--- src/rtl/seg7_pkg.sv ---
// Shared types and constants for the 7-segment display scheduler.
// Latency: none (declarations only). Backpressure: not applicable.
package seg7_pkg;

    localparam int SEG7_DATA_W     = 8;
    localparam int SEG7_BCD_DIGITS = 3;

    localparam logic [3:0] ADD3_THRESH = 4'd5;
    localparam logic [3:0] ADD3_ADJ    = 4'd3;

    typedef enum logic [1:0] {IDLE, CONV, HOLD} state_t;
    typedef enum logic {REQ_A, REQ_B} req_t;

endpackage

--- src/rtl/bcd_add3.sv ---
// Per-digit double-dabble adjust: digits of 5 or more get 3 added before the shift.
// Latency: purely combinational. Backpressure: none.
module bcd_add3
    import seg7_pkg::*;
(
    input  logic [3:0] d,
    output logic [3:0] q
);

    assign q = (d >= ADD3_THRESH) ? d + ADD3_ADJ : d;

endmodule

--- src/rtl/seg7_display_scheduler.sv ---
// Round-robin share of the BCD display field between requesters A and B, binary->BCD by double-dabble.
// Latency: handshake edge T -> bcd/bcd_update in cycle T+DATA_W, then held HOLD_CYCLES cycles.
// Backpressure: ready only in IDLE; LEADING_ZERO_BLANK_EN enables the leading-zero blank mask.
module seg7_display_scheduler
    import seg7_pkg::*;
#(
    parameter int DATA_W      = SEG7_DATA_W,
    parameter int BCD_DIGITS  = SEG7_BCD_DIGITS,
    parameter int HOLD_CYCLES = 50_000
) (
    input  logic                    clk_50MHz,
    input  logic                    reset_n,
    input  logic                    a_valid,
    input  logic [DATA_W-1:0]       a_data,
    output logic                    a_ready,
    input  logic                    b_valid,
    input  logic [DATA_W-1:0]       b_data,
    output logic                    b_ready,
    output logic [4*BCD_DIGITS-1:0] bcd,
    output logic                    bcd_update,
    output logic                    busy,
    output logic [BCD_DIGITS-1:0]   blank
);

    localparam int BCD_W  = 4 * BCD_DIGITS;
    localparam int CNT_W  = (DATA_W > 1) ? $clog2(DATA_W) : 1;
    localparam int HOLD_W = (HOLD_CYCLES > 0) ? $clog2(HOLD_CYCLES + 1) : 1;
    localparam logic [CNT_W-1:0]  CNT_LAST  = CNT_W'(DATA_W - 1);
    localparam logic [HOLD_W-1:0] HOLD_LAST = (HOLD_CYCLES > 0) ? HOLD_W'(HOLD_CYCLES - 1) : '0;

    generate
        if (2.0 ** DATA_W > 10.0 ** BCD_DIGITS) begin : g_width_check
            $error("seg7_display_scheduler: 2**DATA_W-1 does not fit in BCD_DIGITS digits");
        end
    endgenerate

    state_t                  state_q, state_d;
    req_t                    last_q, last_d;
    logic [DATA_W-1:0]       bin_q, bin_d;
    logic [BCD_W-1:0]        acc_q, acc_d;
    logic [CNT_W-1:0]        cnt_q, cnt_d;
    logic [HOLD_W-1:0]       hold_q, hold_d;
    logic [BCD_W-1:0]        bcd_q, bcd_d;
    logic                    upd_q, upd_d;
    logic [BCD_DIGITS-1:0]   blank_q, blank_d;

    logic [BCD_W-1:0]        adj;
    logic [BCD_W+DATA_W-1:0] shift_w;
    logic [BCD_W-1:0]        acc_shift;
    logic [DATA_W-1:0]       bin_shift;
    logic [BCD_DIGITS-1:0]   blank_calc;
    logic                    a_rdy, b_rdy;

    for (genvar g = 0; g < BCD_DIGITS; g++) begin : g_add3
        bcd_add3 u_add3 (
            .d (acc_q[4*g +: 4]),
            .q (adj[4*g +: 4])
        );
    end

    assign shift_w   = {adj, bin_q} << 1;
    assign acc_shift = shift_w[BCD_W+DATA_W-1 -: BCD_W];
    assign bin_shift = shift_w[DATA_W-1:0];

`ifdef LEADING_ZERO_BLANK_EN
    logic lead;
    // A digit blanks only while every digit above it is also zero.
    always_comb begin
        blank_calc = '0;
        lead       = 1'b1;
        for (int i = BCD_DIGITS - 1; i > 0; i--) begin
            lead          = lead && (acc_shift[4*i +: 4] == 4'd0);
            blank_calc[i] = lead;
        end
    end
`else
    assign blank_calc = '0;
`endif

    // The requester that did not win last time has priority on a tie.
    always_comb begin
        a_rdy = 1'b0;
        b_rdy = 1'b0;
        if (reset_n && state_q == IDLE) begin
            if (a_valid && (!b_valid || last_q == REQ_B)) begin
                a_rdy = 1'b1;
            end else if (b_valid) begin
                b_rdy = 1'b1;
            end
        end
    end

    always_comb begin
        state_d = state_q;
        last_d  = last_q;
        bin_d   = bin_q;
        acc_d   = acc_q;
        cnt_d   = cnt_q;
        hold_d  = hold_q;
        bcd_d   = bcd_q;
        upd_d   = 1'b0;
        blank_d = blank_q;
        case (state_q)
            IDLE: begin
                if (a_rdy || b_rdy) begin
                    bin_d   = a_rdy ? a_data : b_data;
                    last_d  = a_rdy ? REQ_A : REQ_B;
                    acc_d   = '0;
                    cnt_d   = '0;
                    state_d = CONV;
                end
            end
            CONV: begin
                bin_d = bin_shift;
                acc_d = acc_shift;
                cnt_d = cnt_q + 1'b1;
                if (cnt_q == CNT_LAST) begin
                    bcd_d   = acc_shift;
                    blank_d = blank_calc;
                    upd_d   = 1'b1;
                    hold_d  = '0;
                    state_d = (HOLD_CYCLES == 0) ? IDLE : HOLD;
                end
            end
            HOLD: begin
                hold_d = hold_q + 1'b1;
                if (hold_q == HOLD_LAST) begin
                    state_d = IDLE;
                end
            end
            default: state_d = IDLE;
        endcase
    end

    always_ff @(posedge clk_50MHz or negedge reset_n) begin
        if (!reset_n) begin
            state_q <= IDLE;
            last_q  <= REQ_B;
            bin_q   <= '0;
            acc_q   <= '0;
            cnt_q   <= '0;
            hold_q  <= '0;
            bcd_q   <= '0;
            upd_q   <= 1'b0;
            blank_q <= '0;
        end else begin
            state_q <= state_d;
            last_q  <= last_d;
            bin_q   <= bin_d;
            acc_q   <= acc_d;
            cnt_q   <= cnt_d;
            hold_q  <= hold_d;
            bcd_q   <= bcd_d;
            upd_q   <= upd_d;
            blank_q <= blank_d;
        end
    end

    assign a_ready    = a_rdy;
    assign b_ready    = b_rdy;
    assign bcd        = bcd_q;
    assign bcd_update = upd_q;
    assign busy       = (state_q == CONV) || (state_q == HOLD);
    assign blank      = blank_q;

endmodule

--- config.mk ---
export PLATFORM = sky130hd
export DESIGN_NAME = seg7_display_scheduler
export DESIGN_NICKNAME = d
export VERILOG_FILES = /design/src/rtl/seg7_pkg.sv /design/src/rtl/bcd_add3.sv /design/src/rtl/seg7_display_scheduler.sv
export SDC_FILE = /design/constraint.sdc
export NUM_CORES = 1
export LEC_CHECK = 0
export CAP_MARGIN = 25
export CORE_AREA = 5 5 145 78
export CTS_CLUSTER_DIAMETER = 100
export DETAILED_ROUTE_END_ITERATION = 8
export DIE_AREA = 0 0 150 83
export HOLD_SLACK_MARGIN = 0.05
export PLACE_DENSITY = 0.51
export SETUP_SLACK_MARGIN = 0.02
export SLEW_MARGIN = 20
export SYNTH_ARGS = -nofsm -noshare
export SYNTH_HDL_FRONTEND = slang
export SYNTH_SLANG_ARGS = --single-unit
--- constraint.sdc ---
create_clock -name clk_50MHz -period 5.23 [get_ports clk_50MHz]
set_clock_uncertainty 0.1 [all_clocks]
set_input_delay 0.523 -clock clk_50MHz [delete_from_list [all_inputs] [get_ports clk_50MHz]]
set_output_delay 0.523 -clock clk_50MHz [all_outputs]
set_load 0.01 [all_outputs]
==> Word-level counts from Yosys, hierarchy flattened <==
Index checks and enable logic that the tools add are counted.
{ "classes": {"addsub": 5, "magnitude_cmp": 3, "n_eq_ne": 7, "muxes": 24, "n_reduce_logical": 14} }
{ "op_table": {"columns": ["op", "n"], "rows": [
  ["$pmux 16 s2", 1],
  ["$pmux 12 s2", 1],
  ["$add 16x1->16 const B", 1],
  ["$eq 16x16->1 const B", 1],
  ["$mux 16", 1],
  ["$mux 8", 2],
  ["$pmux 8 s2", 1],
  ["$ge 4x3->1 const B", 3],
  ["$mux 12", 1],
  ["$add 4x2->4 const B", 2],
  ["$mux 1", 8],
  ["$mux 4", 2],
  ["$reduce_and 2->1", 4],
  ["$mux 2", 3],
  ["$mux 3", 2],
  ["$pmux 2 s3", 1],
  ["$pmux 3 s2", 1],
  ["$ne 2x2->1 const B", 2],
  ["$reduce_bool 2->1", 2],
  ["$add 3x1->3 const B", 1],
  ["$add 3x2->3 const B", 1],
  ["$eq 3x3->1 const B", 1],
  ["$logic_or 1x1->1", 3],
  ["$reduce_and 3->1", 1],
  ["other kinds (6)", 7]
]} }
{ "word_totals": {"ff_bits": 55, "inputBits": 20, "output_inout_bits": 19, "word_cells": 61} }

==> Depth between registers and ports, before layout <==
{ "depth": {"word_depth": 8, "depth_mapped": 8} }

==> Cells and area by module <==
From an unflattened synthesis, not the netlist that was laid out.
{ "unflattened": {"hier_cells": 277, "hier_area_um2": 2930.3} }
{ "by_module_without_submodules": {"columns": ["module", "instances", "cells_per_inst", "area_each_um2", "seq_area_each_um2"], "rows": [
  ["seg7_display_scheduler", 1, 229, 2626.3, 1377.6],
  ["bcd_add3", 3, 16, 101.3, 0.0]
]} }

==> Worst setup path after synthesis <==
OpenSTA, ideal clock, no wires.
{ "synth_timing": {"path_kind": "flip-flop to flip-flop", "from": "reg cnt_q[0]", "to": "reg hold_q[15]", "t_arrival_ns": 1.948, "t_required_ns": 5.064, "setup_slack_ns": 3.116, "path_stages_with_launch": 7, "path_buffers": 0, "synth_period_minus_slack_ns": 2.114, "cell_sequence": "dfrtp_1 ha_1 ha_1 mux2i_1 or4_4 or4_1 nand2_1"} }
{ "synth_between": {"elab_chain_len": 3} }
{ "synth_lines": {"columns": ["element", "line_no", "source"], "rows": [
  ["start: declaration", "seg7_display_scheduler.sv:41", "logic [CNT_W-1:0] cnt_q, cnt_d;"],
  ["start signal: assignment", "seg7_display_scheduler.sv:151", "cnt_q <= cnt_d;"],
  ["$eq 3x3->1", "seg7_display_scheduler.sv:117", "if (cnt_q == CNT_LAST) begin"],
  ["$ne 2x2->1 (no source line)", null, null],
  ["$reduce_and 2->1 (no source line)", null, null],
  ["end signal: assignment", "seg7_display_scheduler.sv:152", "hold_q <= hold_d;"],
  ["end: declaration", "seg7_display_scheduler.sv:42", "logic [HOLD_W-1:0] hold_q, hold_d;"]
]} }
Every way passes these cells.
A chain may end at the register's enable or synchronous reset.

==> Worst setup path after layout <==
{ "layout_timing": {"from": "in reset_n", "to": "out a_ready"} }
{ "layout_between": {"elab_chain_len": 2} }
{ "layout_lines": {"columns": ["element", "line_no", "source"], "rows": [
  ["start: declaration", "seg7_display_scheduler.sv:12", "input logic reset_n,"],
  ["$logic_and 1x1->1", "seg7_display_scheduler.sv:84", "if (reset_n && state_q == IDLE) begin"],
  ["$mux 1", "seg7_display_scheduler.sv:84", null],
  ["end: declaration", "seg7_display_scheduler.sv:15", "output logic a_ready,"]
]} }
Every way passes these cells.

==> impl_results.md <==
- # Post-CTS Setup Buffers: 0
- Fin crit period: 2.93 ns
- DRT Pass-1 Iters: 4
- Fmax achieved: 341 MHz
- # resized after CTS: 0
- CP startpoint: reset_n
- CTS tree: done
- Via count: ~2200
- Die H: 83 µm
- Max-slew violations: 0
- Die area: 12500 µm²
- Pleak: 1.49 nW
- VDD IR-drop max: 0.114 mV
- Synthesis warning total: 0
- Footprint of the multi-input gates: 1350 µm²
- Total gr overflow: 0
- DR iter-0 viols: between 100 and 150
- Synth Area in XOR/XNOR: under 10%
- Count leader, synth: dfrtp_1
- Clock Latency Late Sink: 0.29 ns
- Share of cells above drive strength 1: 6.60%
- Final setup violation count: 0
- Netlist Area Pre-Place: between 2000 and 3000 µm²
- Crit share post-route: 56.0%
- Layout Nets: 350
- Status: finished clean
- Area delta synth->final: 21.5%
- Initial antenna violation count: 0
- Arr. time, crit path: 2.31 ns
- Placeable Area: 9890 µm²
- Hold Crit Class: in2async
- Post-synthesis sequential area ratio: 48.0%
- Post-Synth Simple-Gate Area: 15.5%
- Synth Area in Compound Gates: ~15%
- Largest family of logic cells by synthesized area: simple AND/OR/NAND/NOR gates
- H-tree level count: 2
- Asr flop ratio synth: 100%
- Reg2reg setup slack: about 2.4 ns
- Wire length of the first global-routing pass: 11.3 mm
- IO Pins: 39
- Tot Pwr: 0.000783 W
- Filler Cell Count: 1009
- Syn avg cell area: 10.1 µm²
- Setup crit end kind: output pin
- Worst-margin pin slew: a little over 0.9 ns
- Yosys top cell by area: dfrtp_1
- Critical R2R Capture: hold_q[15]
- RSZ-0062 raised after global routing: false
- WL/cell: 15.0 µm
- Finished Cell Area: 3480 µm²
- Final setup TNS: 0 ns
- Synth area leaders: dfrtp_1 47%, ha_1 5.7%, mux2i_1 4.9%, o21ai_0 3.8%, nand2_1 3.7%
- RR Startpoint: state_q[0]
- Post-synth EDFFs: 0
- Vias per cell: 4.81
- Clk buf depth: 2
- Drt drc: 0
- Flops & latches, synth: 55
- Cts bufs inserted: 5
- Die X: 150 µm
- Clock sinks: 55
- Count of cell types in the netlist: 40
- Placer Congestion: approximately 0.8
- Pwr Density: 225 nW/µm²
- Worst-path clk slew: 0.07 ns
- Top FF cell, synth: dfrtp_1
- Max-cap check violation count: 0
- Row count: 26
- Worst-case reg-to-reg path depth: 7
- Synth Instances: 285
- Register Area: 1380 µm²
- Ant. Diodes: 0
- Adder-cell share of the synthesized area: approximately 5.7%
- Vias in the first global route: around 2100
- Startpoint Class: input pin
- Synth cell count leaders: 54 x dfrtp_1, 28 x nand2_1, 22 x o21ai_0, 19 x inv_1
- Mux share of post-synthesis cell area: 8.03%
- Slew Limit Headroom: about two fifths
- Yosys top cell area share: a little under half
- Crit path kind: in2out
- Worst endpoint required time: 4.61 ns
- Hold Vio Cnt, Final: 0
- CP max FO: 58
- Post-DRT Antenna Nets: 0
- Initial Util: between 20 and 30%
- Placed cell area: approximately 3300 µm²
- HPWL after DPL: 4.93 mm
- Clock root cell: clkbuf_16
- Hold_buf cts: 0
- DRT Wirelength: 6.85 mm
- PortBufs: 35
- Largest net degree at the start of global routing: 59
- Global Route Usage Sum: 11.4%
==> worst max-delay path, stage by stage <==
cell and delay [ns]:
buf_2 0.07, buf_4 0.58, nand3_1 0.18, a21oi_1 0.16, buf_4 0.21, clkdlybuf4s50_1 0.56
==> metrics by stage <==
step	util [%]	hold slack, ns	setup slack [ns]	instances
floorplan	-	0.127	3.12	287
global placement	33.8	0.360	2.24	449
detailed placement	33.8	0.371	2.12	449
CTS	35.1	0.306	2.22	457
global route	35.2	0.340	2.00	458
finish	35.2	0.269	2.30	458
==> power by group <==
| group | internal [W] | switching [W] | total (W) | leakage (nW) |
|---|---|---|---|---|
| logic | 0.0000141 | 0.0000141 | 0.0000282 | 0.682 |
| registers | 0.000425 | 0.000000253 | 0.000426 | 0.743 |
| clock network | 0.000178 | 0.000152 | 0.000330 | 0.0679 |
==> layout make-up <==
| cell class | instances | share of cell area (%) |
|---|---|---|
| sequential | 55 | 39.5 |
| multi-input combinational | 198 | 38.9 |
| timing repair buffer | 38 | 10.6 |
| tap | 140 | 5.03 |
| clock buffer | 7 | 3.81 |
| inverter | 19 | 2.05 |
| clock inverter | 1 | 0.144 |
==> flip-flops by register name (all words and copies together), names as in the netlist <==
name / count
state_q: 2
hold_q: 16
bcd_update: 1
bin_q: 8
last_q: 1
cnt_q: 3
acc_q: 12
bcd: 12
==> cell usage in the layout (no fill, tap or decap), drive strengths merged, types with 5 or more instances in the layout <==
cell / n
a21oi: 14
a221oi: 7
a22o: 8
clkbuf: 8
clkdlybuf4s50: 34
dfrtp: 54
ha: 13
inv: 19
mux2: 8
mux2i: 14
nand2: 28
nand3: 6
nand4: 5
nor2: 13
nor3: 9
nor3b: 6
nor4: 5
o21ai: 22
xnor2: 10
==> how the worst max path moves through the flow <==
stage,cells past startpoint,end,slack [ns]
after global placement,6,a_ready,2.24
after floorplan,6,hold_q[15],3.12
final,6,a_ready,2.30
after CTS,6,a_ready,2.22
after detailed placement,6,bin_q[1],2.12
after global routing,6,a_ready,2.00
==> layer usage <==
metal,part of all wire (%),global-route usage [%],up-vias
met5,0,0,-
met3,5.8,3.37,8
met2,36,13.6,58
met4,1.2,3.24,0
met1,57,18.9,1047
li1,-,-,1088
==> logic make-up after synthesis <==
logic type,Yosys count
multiplexers,22
adder cells (fa/ha/maj),13
AND/OR/NAND/NOR,87
XOR/XNOR,10
buffers and inverters,34
other,1
flip-flops,55
AO/OA/AOI/OAI,63
Power figures use the tool's default switching activity.
